## src/rtl/occ_rom_arbiter.sv

```systemverilog
// occ_rom_arbiter
// Shares the single-port rom_Occ between NUM_REQ lookup stages. The block
// grants one requester per clock in round-robin order, drives the ROM enable
// and address, and follows each read through a tag pipeline. When the word
// returns, it goes back to the requester that issued the read, together with
// the byte lane (A/C/G/T count) that the requester selected.
//
// Ports:
//   clk, rst_n    clock; synchronous active-low reset
//   en            arbiter enable; 0 blocks new grants
//   req           per-requester level request, held until granted
//   addr_in       packed addresses, requester i at [i*ADDR_W +: ADDR_W]
//   lane_in       packed lane selects, requester i at [i*2 +: 2]
//   gnt           one-hot grant, combinational, same cycle as the winning req
//   ce_rom_Occ    registered ROM enable
//   addr_rom_Occ  registered ROM address
//   data          ROM read data, valid ROM_LATENCY cycles after ce
//   rvalid        one-hot one-cycle response strobe
//   rdata/rbyte   returned word / selected lane; both hold while rvalid=0
//   busy          reads in flight or a response strobe pending
//
// Handshake: req[i] is a level request. When gnt[i]=1 in a cycle, the request
// is accepted at the next rising edge. If req[i] is still high in the
// following cycle, that is a new request. Responses cannot be stalled, so a
// requester must take rvalid[i] in the cycle it is asserted.
module occ_rom_arbiter #(
  parameter int NUM_REQ     = 2,
  parameter int ADDR_W      = 8,
  parameter int DATA_W      = 32,
  parameter int ROM_LATENCY = 1
) (
  input  logic                    clk,
  input  logic                    rst_n,
  input  logic                    en,
  input  logic [NUM_REQ-1:0]      req,
  input  logic [NUM_REQ*ADDR_W-1:0] addr_in,
  input  logic [NUM_REQ*2-1:0]    lane_in,
  output logic [NUM_REQ-1:0]      gnt,
  output logic                    ce_rom_Occ,
  output logic [ADDR_W-1:0]       addr_rom_Occ,
  input  logic [DATA_W-1:0]       data,
  output logic [NUM_REQ-1:0]      rvalid,
  output logic [DATA_W-1:0]       rdata,
  output logic [7:0]              rbyte,
  output logic                    busy
);

  localparam int ID_W = (NUM_REQ > 1) ? $clog2(NUM_REQ) : 1;
  localparam int LAST = ROM_LATENCY;

  logic [ID_W-1:0]   ptr;
  logic [ID_W-1:0]   win;
  logic              found;
  logic              grant;
  logic [ADDR_W-1:0] sel_addr;
  logic [1:0]        sel_lane;

  // Tag pipeline. Stage k lines up with the ROM k cycles after its ce cycle,
  // so the last stage is valid in the cycle the ROM data is valid.
  logic [LAST:0]   pv;
  logic [ID_W-1:0] pid   [LAST+1];
  logic [1:0]      plane [LAST+1];

  logic [NUM_REQ-1:0] ret_hot;
  logic [7:0]         ret_byte;

  // Scan position k of the round-robin search starting at p.
  function automatic int rr_pos(input logic [ID_W-1:0] p, input int k);
    int s;
    s = int'(p) + k;
    if (s >= NUM_REQ) s = s - NUM_REQ;
    return s;
  endfunction

  // Round-robin search: the first requester at or after ptr wins.
  always_comb begin
    win   = '0;
    found = 1'b0;
    for (int k = 0; k < NUM_REQ; k++) begin
      for (int j = 0; j < NUM_REQ; j++) begin
        if (!found && req[j] && (j == rr_pos(ptr, k))) begin
          found = 1'b1;
          win   = ID_W'(j);
        end
      end
    end
  end

  assign grant = found && en && rst_n;

  always_comb begin
    gnt      = '0;
    sel_addr = '0;
    sel_lane = '0;
    for (int j = 0; j < NUM_REQ; j++) begin
      if (win == ID_W'(j)) begin
        gnt[j]   = grant;
        sel_addr = addr_in[j*ADDR_W +: ADDR_W];
        sel_lane = lane_in[j*2 +: 2];
      end
    end
  end

  // Decode the tag that leaves the pipeline this cycle.
  always_comb begin
    ret_hot = '0;
    for (int j = 0; j < NUM_REQ; j++) begin
      ret_hot[j] = pv[LAST] && (pid[LAST] == ID_W'(j));
    end
    case (plane[LAST])
      2'd0:    ret_byte = data[7:0];
      2'd1:    ret_byte = data[15:8];
      2'd2:    ret_byte = data[23:16];
      default: ret_byte = data[31:24];
    endcase
  end

  always_ff @(posedge clk) begin
    if (!rst_n) begin
      ptr          <= '0;
      ce_rom_Occ   <= 1'b0;
      addr_rom_Occ <= '0;
      pv           <= '0;
      rvalid       <= '0;
      rdata        <= '0;
      rbyte        <= '0;
      for (int k = 0; k <= LAST; k++) begin
        pid[k]   <= '0;
        plane[k] <= '0;
      end
    end else begin
      ce_rom_Occ   <= grant;
      addr_rom_Occ <= grant ? sel_addr : '0;
      if (grant) begin
        ptr <= (int'(win) == NUM_REQ - 1) ? '0 : win + ID_W'(1);
      end
      pv[0]    <= grant;
      pid[0]   <= win;
      plane[0] <= sel_lane;
      for (int k = 1; k <= LAST; k++) begin
        pv[k]    <= pv[k-1];
        pid[k]   <= pid[k-1];
        plane[k] <= plane[k-1];
      end
      rvalid <= ret_hot;
      if (pv[LAST]) begin
        rdata <= data;
        rbyte <= ret_byte;
      end
    end
  end

  assign busy = (|pv) || ce_rom_Occ || (|rvalid);

endmodule

```

## config.mk

```make
export PLATFORM = sky130hd
export DESIGN_NAME = occ_rom_arbiter
export DESIGN_NICKNAME = d
export VERILOG_FILES = /design/src/rtl/occ_rom_arbiter.sv
export SDC_FILE = /design/constraint.sdc
export NUM_CORES = 1
export LEC_CHECK = 0
export BUFFER_PORTS_ARGS = -buffer_cell sky130_fd_sc_hd__buf_2
export CORE_MARGIN = 10
export CORE_UTILIZATION = 47
export CTS_BUF_LIST = sky130_fd_sc_hd__clkbuf_8
export CTS_CLUSTER_DIAMETER = 150
export DETAILED_ROUTE_END_ITERATION = 6
export GPL_TIMING_DRIVEN = 0
export PLACE_DENSITY = 0.82
export RECOVER_POWER = 50
export SYNTH_ARGS = -nofsm -noshare
export SYNTH_HDL_FRONTEND = slang
export SYNTH_SLANG_ARGS = --single-unit
```

## constraint.sdc

```tcl
create_clock -name clk -period 1.5 [get_ports clk]
set_input_delay 0.3 -clock clk [delete_from_list [all_inputs] [get_ports clk]]
set_output_delay 0.3 -clock clk [all_outputs]
set_load 0.02 [all_outputs]
```

==> flow_metrics.py, run 1 <==
metrics = {
    "power": {
        "swShare_pct": 23.3,
        "max-vdd-ir-drop_v": 0.000756,
        "power.leakage_nw": 1.47,
        "p_int_w": 0.00284,
        "power_switching_w": 0.000864,
        "p_per_area_nw_per_um2": 1190,
        "combPwrFrac_pct": 11.7,
        "p_seq_share_pct": 44.4,
        "clockPowerShare_pct": 43.9,
    },
    "clock_tree": {
        "cts_hold_buf": 0,
        "cts_tree": "done",
        "clk_pin_slew_worst_paths_ns": 0.06,
        "clock_path_buffers": 2,
        "cts_sinks": 59,
        "clkLatencyLatePin_ns": 0.33,
        "cts_max_level": 3,
        "cts_buffers": 9,
        "cts-root-buf": "clkbuf_8",
    },
    "critical_path": {
        "crit_chain": "or4_4 -> buf_6",
        "crit_slowest_cell": "or4_4",
        "crit_required_ns": 1.20,
        "slowest_delay_ns": 0.52,
        "r2r_cells": 4,
        "arrival_ns": 1.30,
        "end_kind": "output port",
        "r2r_start": "plane[0][2]",
        "cp_max_fo": 2,
        "path_class": "flip-flop to output port",
        "r2r-end": "rbyte[0]",
        "startpoint_type": "flip-flop",
        "ff2ff_setup_slack_ns": 0.14,
    },
    "global_route": {
        "grt_pass1_vias": 2034,
        "grt_usage_pct": 17.4,
        "grt_pass1_wl_um": 10200,
        "antenna_found_initial": 0,
        "gr-total-overflow": 0,
        "grt_max_degree": 11,
    },
    "hold_path": {
        "holdPathStages": 2,
        "hold_end": "addr_rom_Occ[1]",
        "hold_class": "input port to flip-flop",
        "min_from": "addr_in[1]",
    },
    "sta": {
        "whs_ns": 0.169,
        "min_period_ns": 1.60,
        "fmax_mhz": 623,
        "timing.final.ws_setup_ns": -0.105,
        "clock_skew_ns": 0.00589,
        "worst_slew_pin_slew_ns": 0.554,
        "setup_violations": 2,
        "report.final.slew_viol_count": 0,
        "relSlewSlack_pct": 63.1,
        "hold_viol_final": 0,
        "rsz0062_at_grt": "true",
        "post-route-period-util_pct": 107,
    },
    "final_layout": {
        "antenna_cells": 0,
        "post-route-util_pct": 70.2,
        "final_nets": 375,
        "syn_to_final_growth_pct": 41.0,
        "drive_gt1_share_pct": 47.4,
    },
    "placement": {
        "hpwl_um": 5020,
        "gp_congestion": 0.787,
        "dp_slack_ns": 0.0224,
        "port_buffers": 109,
    },
    "run_status": {
        "status": "finished, violations left",
        "violations": "setup timing",
    },
    "floorplanning": {
        "die-area_sq_um": 7850,
        "fp-row-count": 24,
        "start_util_pct": 49.8,
        "die_width_um": 88.6,
        "die_y_um": 88.6,
        "core_area_sq_um": 4440,
        "io_pins": 111,
    },
    "detailed_routing": {
        "dr_total_vias": 1885,
        "drt-initial-drc-count": 52,
        "antenna_left": 0,
        "routedWlPerCell_um": 17.8,
        "met2WireLength_um": 3510,
        "top_layer": "met4",
        "wl_met1_um": 2510,
        "vias_per_cell": 5.03,
        "wirelength_um": 6660,
        "firstDrtPassIters": 5,
        "drc": 0,
        "wl_met3_um": 520,
    },
    "synthesis": {
        "syn_area_sq_um": 2210,
        "synth_warnings": 0,
        "yosys.cell_types.count": 24,
        "synthCells": 193,
        "netlist.area_leader.share_pct": 53.4,
        "syn_nets": 250,
        "synth.avg_cell_area_sq_um": 11.5,
        "yosys.area.top_type": "dfxtp_1",
        "ys_top_cells_by_area": "dfxtp_1 53%, mux2i_1 18%, mux4_2 8.1%, nor2_1 7.3%, a22o_1 3.2%",
        "yosys_register_bits": 59,
        "ys_seq_area_share_pct": 53.4,
    },
    "run": {
        "maxCapViolations": 0,
    },
}
[synth_stat cells]
library cell  instances
nor3_1                1
a21oi_2               1
nand2_1               2
nor3_4                1
a21oi_1               3
mux2i_1              40
o21ai_0               2
mux4_2                8
or4_1                 1
clkinv_1              1
nand3_1               1
a22o_1                8
nand3b_1              2
and3_1                1
and2b_4               1
nor2_1               43
buf_2                 4
buf_6                 2
and2_1                4
clkbuf_1              4
buf_4                 2
inv_2                 1
dfxtp_1              59
a311oi_1              1
[critical path, delay by kind of cell, from the launching register on]
kind,cells,cell delay (ns)
and+or+nand+nor,1,0.52
DFF,1,0.31
buffers and inverters,1,0.15
[logic make-up (layout without fill, tap and decap cells)]
| group | after synthesis | count (layout) | synth area share, % |
|---|---|---|---|
| DFF | 59 | 59 | 53.4 |
| and+or+nand+nor | 57 | 57 | 11.7 |
| muxes | 48 | 48 | 26.2 |
| AOI/OAI and AO/OA | 15 | 15 | 5.09 |
| buffers and inverters | 14 | 144 | 3.62 |
[power by group through the flow]
stage	combinational (W)	sequential, W	clock [W]
after floorplan	0.000181	0.00173	0
after global placement	0.000404	0.00168	0
after detailed placement	0.000416	0.00168	0
after CTS	0.000431	0.00164	0.00166
after global routing	0.000470	0.00165	0.00173
final	0.000433	0.00165	0.00162
[flip-flops by register name, indices dropped and copies added (netlist names)]
name,flops
ptr,1
pv,2
rdata,32
plane,4
pid,2
rbyte,8
addr_rom_Occ,8
rvalid,2
[metal layers]
layer  global-route usage (%)  up-vias
li1                         -      924
met1                     17.8      875
met2                     29.9       74
met3                     6.34       12
met4                     9.84        0
met5                        0        -
[layout by cell type, fill, tap and decap left out, types with 4 or more instances in the layout]
master,synthesis,final
and2_1,4,4
buf_4,2,8
a22o_1,8,8
buf_2,4,109
nor2_1,43,43
clkbuf_1,4,5
dfxtp_1,59,56
mux4_2,8,8
buf_6,2,4
clkbuf_8,0,11
mux2i_1,40,40
[area by class of cell]
| type | count | area (sq um) |
|---|---|---|
| Clock inverter | 5 | 75.1 |
| Buffer | 11 | 66.3 |
| Clock buffer | 11 | 151 |
| Inverter | 2 | 7.51 |
| Sequential cell | 59 | 1190 |
| Timing Repair Buffer | 115 | 603 |
| Tap cell | 52 | 65.1 |
| Fill cell | 361 | 1320 |
| Multi-Input combinational cell | 120 | 963 |
[what timing repair did]
item	4_1_cts	5_1_grt
endpoints found under the hold margin	0	0
resized for setup	10	1
pin swaps	2	2
endpoints found under the setup margin	3	3
buffers inserted	3	3
[worst max-delay path by stage]
stage	slack [ns]	cells past startpoint	from	to
2_1_floorplan	0.15	2	pv[1]	busy
3_3_place_gp	0.04	4	rst_n	gnt[1]
3_5_place_dp	0.02	4	rst_n	gnt[1]
4_1_cts	-0.13	2	rvalid[0]	busy
5_1_grt	-0.14	2	rvalid[0]	busy
6_report	-0.10	2	rvalid[0]	busy
[stage by stage]
| stage | TNS [ns] | cell area [sq um] | cells | total power, W |
|---|---|---|---|---|
| after CTS | -0.202 | 3100 | 372 | 0.00373 |
| after detailed placement | 0 | 2820 | 354 | 0.00210 |
| after floorplan | 0 | 2210 | 193 | 0.00191 |
| final | -0.120 | 3120 | 375 | 0.00370 |
| after global routing | -0.259 | 3120 | 375 | 0.00385 |
| after global placement | 0 | 2820 | 354 | 0.00208 |
(Power assumes the default switching activity.)
==> inputs of run 2 (changes only) <==
--- a/config.mk
+++ b/config.mk
@@ -13,7 +13,7 @@
 export DETAILED_ROUTE_END_ITERATION = 6
 export GPL_TIMING_DRIVEN = 0
 export PLACE_DENSITY = 0.82
-export RECOVER_POWER = 50
+export RECOVER_POWER = 100
 export SYNTH_ARGS = -nofsm -noshare
 export SYNTH_HDL_FRONTEND = slang
 export SYNTH_SLANG_ARGS = --single-unit
==> run 2 against run 1 <==
  * The run still ends with setup timing left
  * Clock power about the same
  * Total power about the same
  * Sequential share of layout area unchanged
  * Critical path depth unchanged
  * Register-to-register slack about the same
  * Sequential power about the same
  * Fmax about the same
  * Clock skew about the same
  * Die area unchanged
  * Routed wire length about the same
  * Count of clock-buffer cells in the layout unchanged
  * Final cell count unchanged
  * Critical path type unchanged
  * Critical endpoint unchanged
==> flow_metrics.py, run 2 (same netlist as run 1, synthesis figures left out) <==
metrics = {
    "run_status": {
        "status": "finished, violations left",
        "violations": "setup timing",
    },
    "clock_tree": {
        "cts_hold_buf": 0,
        "clk_pin_slew_worst_paths_ns": 0.06,
        "cts_buffers": 9,
        "cts_sinks": 59,
        "cts_tree": "done",
        "cts_max_level": 3,
        "cts-root-buf": "clkbuf_8",
        "clock_path_buffers": 2,
        "clkLatencyLatePin_ns": 0.33,
    },
    "critical_path": {
        "cp_max_fo": 2,
        "arrival_ns": 1.30,
        "crit_chain": "or4_4 -> buf_6",
        "startpoint_type": "flip-flop",
        "crit_required_ns": 1.20,
        "critPathTopFamily": "simple AND/OR/NAND/NOR gates",
        "slowest_delay_ns": 0.52,
        "crit_slowest_cell": "or4_4",
        "path_class": "flip-flop to output port",
        "end_kind": "output port",
        "ff2ff_setup_slack_ns": 0.14,
        "crit_buf_inv": 1,
    },
    "floorplanning": {
        "fp-row-count": 24,
        "die_y_um": 88.6,
        "die_width_um": 88.6,
        "core_area_sq_um": 4440,
        "start_util_pct": 49.8,
        "die-area_sq_um": 7850,
        "io_pins": 111,
    },
    "placement": {
        "hpwl_um": 5020,
        "gp_congestion": 0.787,
        "port_buffers": 109,
        "post_dp_cell_area_sq_um": 2820,
        "dp_slack_ns": 0.0224,
    },
    "sta": {
        "min_period_ns": 1.60,
        "setup_violations": 2,
        "hold_viol_final": 0,
        "timing.final.ws_setup_ns": -0.105,
        "report.final.slew_viol_count": 0,
        "clock_skew_ns": 0.00589,
        "rsz0062_at_grt": "true",
        "post-route-period-util_pct": 107,
        "worst_slew_pin_slew_ns": 0.560,
        "fmax_mhz": 623,
        "relSlewSlack_pct": 62.7,
    },
    "power": {
        "report.power.total_w": 0.00370,
        "max-vdd-ir-drop_v": 0.000757,
        "p_per_area_nw_per_um2": 1190,
        "power.leakage_nw": 1.47,
    },
    "detailed_routing": {
        "drt-initial-drc-count": 52,
        "firstDrtPassIters": 5,
        "routedWlPerCell_um": 17.8,
        "antenna_left": 0,
        "vias_per_cell": 5.03,
        "drc": 0,
        "dr_total_vias": 1885,
        "wirelength_um": 6660,
    },
    "final_layout": {
        "largest-register": "rdata",
        "multi_input_area_sq_um": 963,
        "layout_commonest_cell": "buf_2",
        "ff_latch_area_sq_um": 1190,
        "drive_gt1_share_pct": 47.4,
        "largest_reg_flops": 32,
        "antenna_cells": 0,
        "most-common-layout-cells": "109 x buf_2, 56 x dfxtp_1, 43 x nor2_1, 40 x mux2i_1, 11 x clkbuf_8",
        "syn_to_final_growth_pct": 41.0,
        "top_regs": "rdata x32, addr_rom_Occ x8, rbyte x8",
        "fill_cells": 361,
        "post-route-util_pct": 70.2,
        "final_nets": 375,
        "final_cell_area_sq_um": 3120,
    },
    "global_route": {
        "gr-total-overflow": 0,
        "antenna_found_initial": 0,
        "grt_pass1_vias": 2034,
        "grt_usage_pct": 17.4,
        "grt_pass1_wl_um": 10200,
        "grt_max_degree": 11,
    },
    "hold_path": {
        "hold_class": "input port to flip-flop",
    },
    "run": {
        "maxCapViolations": 0,
    },
}
## run 2: cell counts in the layout (fill, tap and decap cells not counted)
Identical to the previous run, type by type.
## run 2: what timing repair did
item | 4_1_cts | 5_1_grt
buffers inserted | 3 | 3
pin swaps | 2 | 2
endpoints found under the setup margin | 3 | 3
resized for setup | 10 | 1
cloned | 0 | 0
## run 2: report_power, final
part | internal (W) | leakage, nW | switching (W)
Sequential | 0.00162 | 0.482 | 0.0000241
Combinational | 0.000201 | 0.868 | 0.000232
Clock | 0.00102 | 0.119 | 0.000608
Total | 0.00284 | 1.47 | 0.000864
## run 2: metrics by stage
step | cells | setup TNS, ns | hold slack (ns)
after floorplan | 193 | 0 | 0.383
after global placement | 354 | 0 | 0.395
after detailed placement | 354 | 0 | 0.402
after CTS | 372 | -0.202 | 0.160
after global routing | 375 | -0.259 | 0.160
final | 375 | -0.119 | 0.169
## run 2: worst paths after layout
kind / startpoint / endpoint / cells after the start
max: rvalid[0] / busy / 2
min: addr_in[1] / addr_rom_Occ[1] / 2
max reg2reg: plane[0][2] / rbyte[0] / 4
min reg2reg: pid[0][1] / rvalid[0] / 1
## run 2: metal layers
metal / share of wire, % / global-route usage (%) / vias up
li1: - / - / 924
met1: 38 / 17.8 / 878
met2: 53 / 29.9 / 71
met3: 7.3 / 6.34 / 12
met4: 1.9 / 9.84 / 0
met5: 0 / 0 / -
## run 2: worst reg2reg max path: cells and delay by family, from the launching register on
family	cells	cell delay [ns]
buffers and inverters	1	0.16
flip-flops	1	0.32
multiplexers	2	0.67
AND/OR/NAND/NOR	1	0.06
## run 2: final cells by class
type / count / area share (%)
clock buffer: 11 / 4.85
clock inverter: 5 / 2.40
sequential: 59 / 38.1
inverter: 2 / 0.240
buffer: 11 / 2.12
tap: 52 / 2.08
timing repair buffer: 115 / 19.3
multi-input combinational: 120 / 30.9
==> inputs of run 3 (changes only) <==
--- a/config.mk
+++ b/config.mk
@@ -8,7 +8,7 @@
 export BUFFER_PORTS_ARGS = -buffer_cell sky130_fd_sc_hd__buf_2
 export CORE_MARGIN = 10
 export CORE_UTILIZATION = 47
-export CTS_BUF_LIST = sky130_fd_sc_hd__clkbuf_8
+export CTS_BUF_LIST = sky130_fd_sc_hd__clkbuf_2
 export CTS_CLUSTER_DIAMETER = 150
 export DETAILED_ROUTE_END_ITERATION = 6
 export GPL_TIMING_DRIVEN = 0
==> run 3 against run 2 <==
  * The run still ends with setup timing left
  * Combinational power is 3% higher
  * Fmax shrank 9.2%
  * Highest routed layer unchanged
  * Clock skew up 0.010 ns
  * Total power down 13%
  * Global-route usage down 0.057 points
  * Setup slack lost 0.16 ns
  * Largest cell class unchanged
  * Sequential power hardly changed
  * Sequential share of layout area grew 0.78 points
  * Clock power decreased by 31%
  * Critical path type unchanged
==> flow_metrics.py, run 3 (same netlist as run 1, synthesis figures left out) <==
metrics = {
    "run_status": {
        "status": "finished, violations left",
        "violations": "setup timing",
    },
    "placement": {
        "port_buffers": 109,
        "dp_cells": 354,
        "hpwl_um": 5020,
        "gp_congestion": 0.787,
        "post_dp_cell_area_sq_um": 2820,
    },
    "clock_tree": {
        "cts_sinks": 59,
        "clock_path_buffers": 2,
        "cts-root-buf": "clkbuf_2",
        "cts_max_level": 3,
        "cts_buffers": 9,
        "cts_tree": "done",
        "clk_pin_slew_worst_paths_ns": 0.16,
        "clkLatencyLatePin_ns": 0.48,
    },
    "power": {
        "max-vdd-ir-drop_v": 0.000663,
        "power.leakage_nw": 1.45,
        "p_per_area_nw_per_um2": 1050,
    },
    "critical_path": {
        "path_class": "flip-flop to output port",
        "end_kind": "output port",
        "cp_max_fo": 2,
        "arrival_ns": 1.47,
        "startpoint_type": "flip-flop",
        "crit_chain": "or4_4 -> buf_6",
        "crit_required_ns": 1.20,
        "crit_slowest_cell": "or4_4",
        "slowest_delay_ns": 0.52,
    },
    "detailed_routing": {
        "drt-initial-drc-count": 56,
        "dr_total_vias": 1920,
        "firstDrtPassIters": 4,
        "vias_per_cell": 5.09,
        "antenna_left": 0,
        "routedWlPerCell_um": 18.2,
        "drc": 0,
        "wirelength_um": 6860,
    },
    "global_route": {
        "grt_max_degree": 11,
        "grt_pass1_wl_um": 10300,
        "grt_usage_pct": 17.3,
        "antenna_found_initial": 0,
        "gr-total-overflow": 0,
        "grt_pass1_vias": 2021,
    },
    "sta": {
        "report.final.slew_viol_count": 0,
        "fmax_mhz": 566,
        "timing.final.ws_setup_ns": -0.268,
        "min_period_ns": 1.77,
        "tns_ns": -0.591,
        "setup_violations": 3,
        "worst_slew_pin_slew_ns": 0.547,
        "relSlewSlack_pct": 63.5,
        "hold_viol_final": 0,
        "post-route-period-util_pct": 118,
        "rsz0062_at_grt": "true",
        "clock_skew_ns": 0.0159,
    },
    "final_layout": {
        "largest-register": "rdata",
        "antenna_cells": 0,
        "top_regs": "rdata x32, addr_rom_Occ x8, rbyte x8",
        "final_cells": 377,
        "fill_cells": 371,
        "largest_reg_flops": 32,
        "drive_gt1_share_pct": 46.8,
        "ff_latch_area_sq_um": 1190,
        "most-common-layout-cells": "108 x buf_2, 56 x dfxtp_1, 43 x nor2_1, 40 x mux2i_1, 9 x clkbuf_2",
        "final_nets": 377,
        "post-route-util_pct": 68.8,
        "syn_to_final_growth_pct": 38.2,
        "final_cell_area_sq_um": 3060,
        "layout_commonest_cell": "buf_2",
        "multi_input_area_sq_um": 963,
    },
    "floorplanning": {
        "die_y_um": 88.6,
        "die_width_um": 88.6,
        "io_pins": 111,
        "die-area_sq_um": 7850,
        "start_util_pct": 49.8,
        "fp-row-count": 24,
        "core_area_sq_um": 4440,
    },
    "run": {
        "maxCapViolations": 0,
    },
    "hold_path": {
        "hold_class": "input port to flip-flop",
    },
}
[run 3: changes by cell type in the layout (fill, tap and decap cells not counted), sizes merged]
cell | before | now
buf | 121 | 122
clkbuf | 16 | 14
clkinv | 4 | 6
dlygate4sd3 | 0 | 1
[run 3: worst max-delay path: cells and delay by family, from the launching register on]
family,cells,cell delay [ns]
buffers and inverters,1,0.15
DFF,1,0.34
and+or+nand+nor,1,0.52
[run 3: final cells by class]
type	instances	area share (%)
clock buffers	9	1.47
flip-flops and latches	59	38.9
plain buffers	11	2.17
repair buffers	117	20.9
well taps	52	2.13
inverters	2	0.245
multi-input cells	120	31.5
clock inverters	7	2.70
[run 3: what timing repair did]
item,in CTS,in global routing
resized for setup,11,2
hold buffers,0,1
setup endpoints to repair,3,3
buffers inserted,2,5
hold endpoints to repair,0,1
pin swaps,2,2
[run 3: power breakdown]
part           internal (W)  switching, W
registers           0.00162     0.0000231
logic              0.000208      0.000238
clock network      0.000534      0.000580
[run 3: final timing paths]
kind	from	end	slack, ns	depth (start not counted)
worst min-delay path	addr_in[7]	addr_rom_Occ[7]	0.02	2
worst min register to register	pid[0][1]	rvalid[0]	0.44	1
worst max-delay path	rvalid[0]	busy	-0.27	2
worst max register to register	plane[0][2]	rbyte[0]	0.13	4
[run 3: through the flow]
stage	hold slack, ns	total power (W)	worst slack (ns)
after floorplan	0.383	0.00191	0.148
after global placement	0.395	0.00208	0.0385
after detailed placement	0.402	0.00210	0.0224
after CTS	0.00940	0.00320	-0.300
after global routing	-0.000186	0.00333	-0.319
final	0.0242	0.00321	-0.268
[run 3: routing by layer]
metal,wire length (um),GRT usage (%),up-vias
met5,0,0,-
met3,498,5.24,14
met1,2570,18.1,904
li1,-,-,932
met2,3630,30.7,70
met4,157,8.81,0
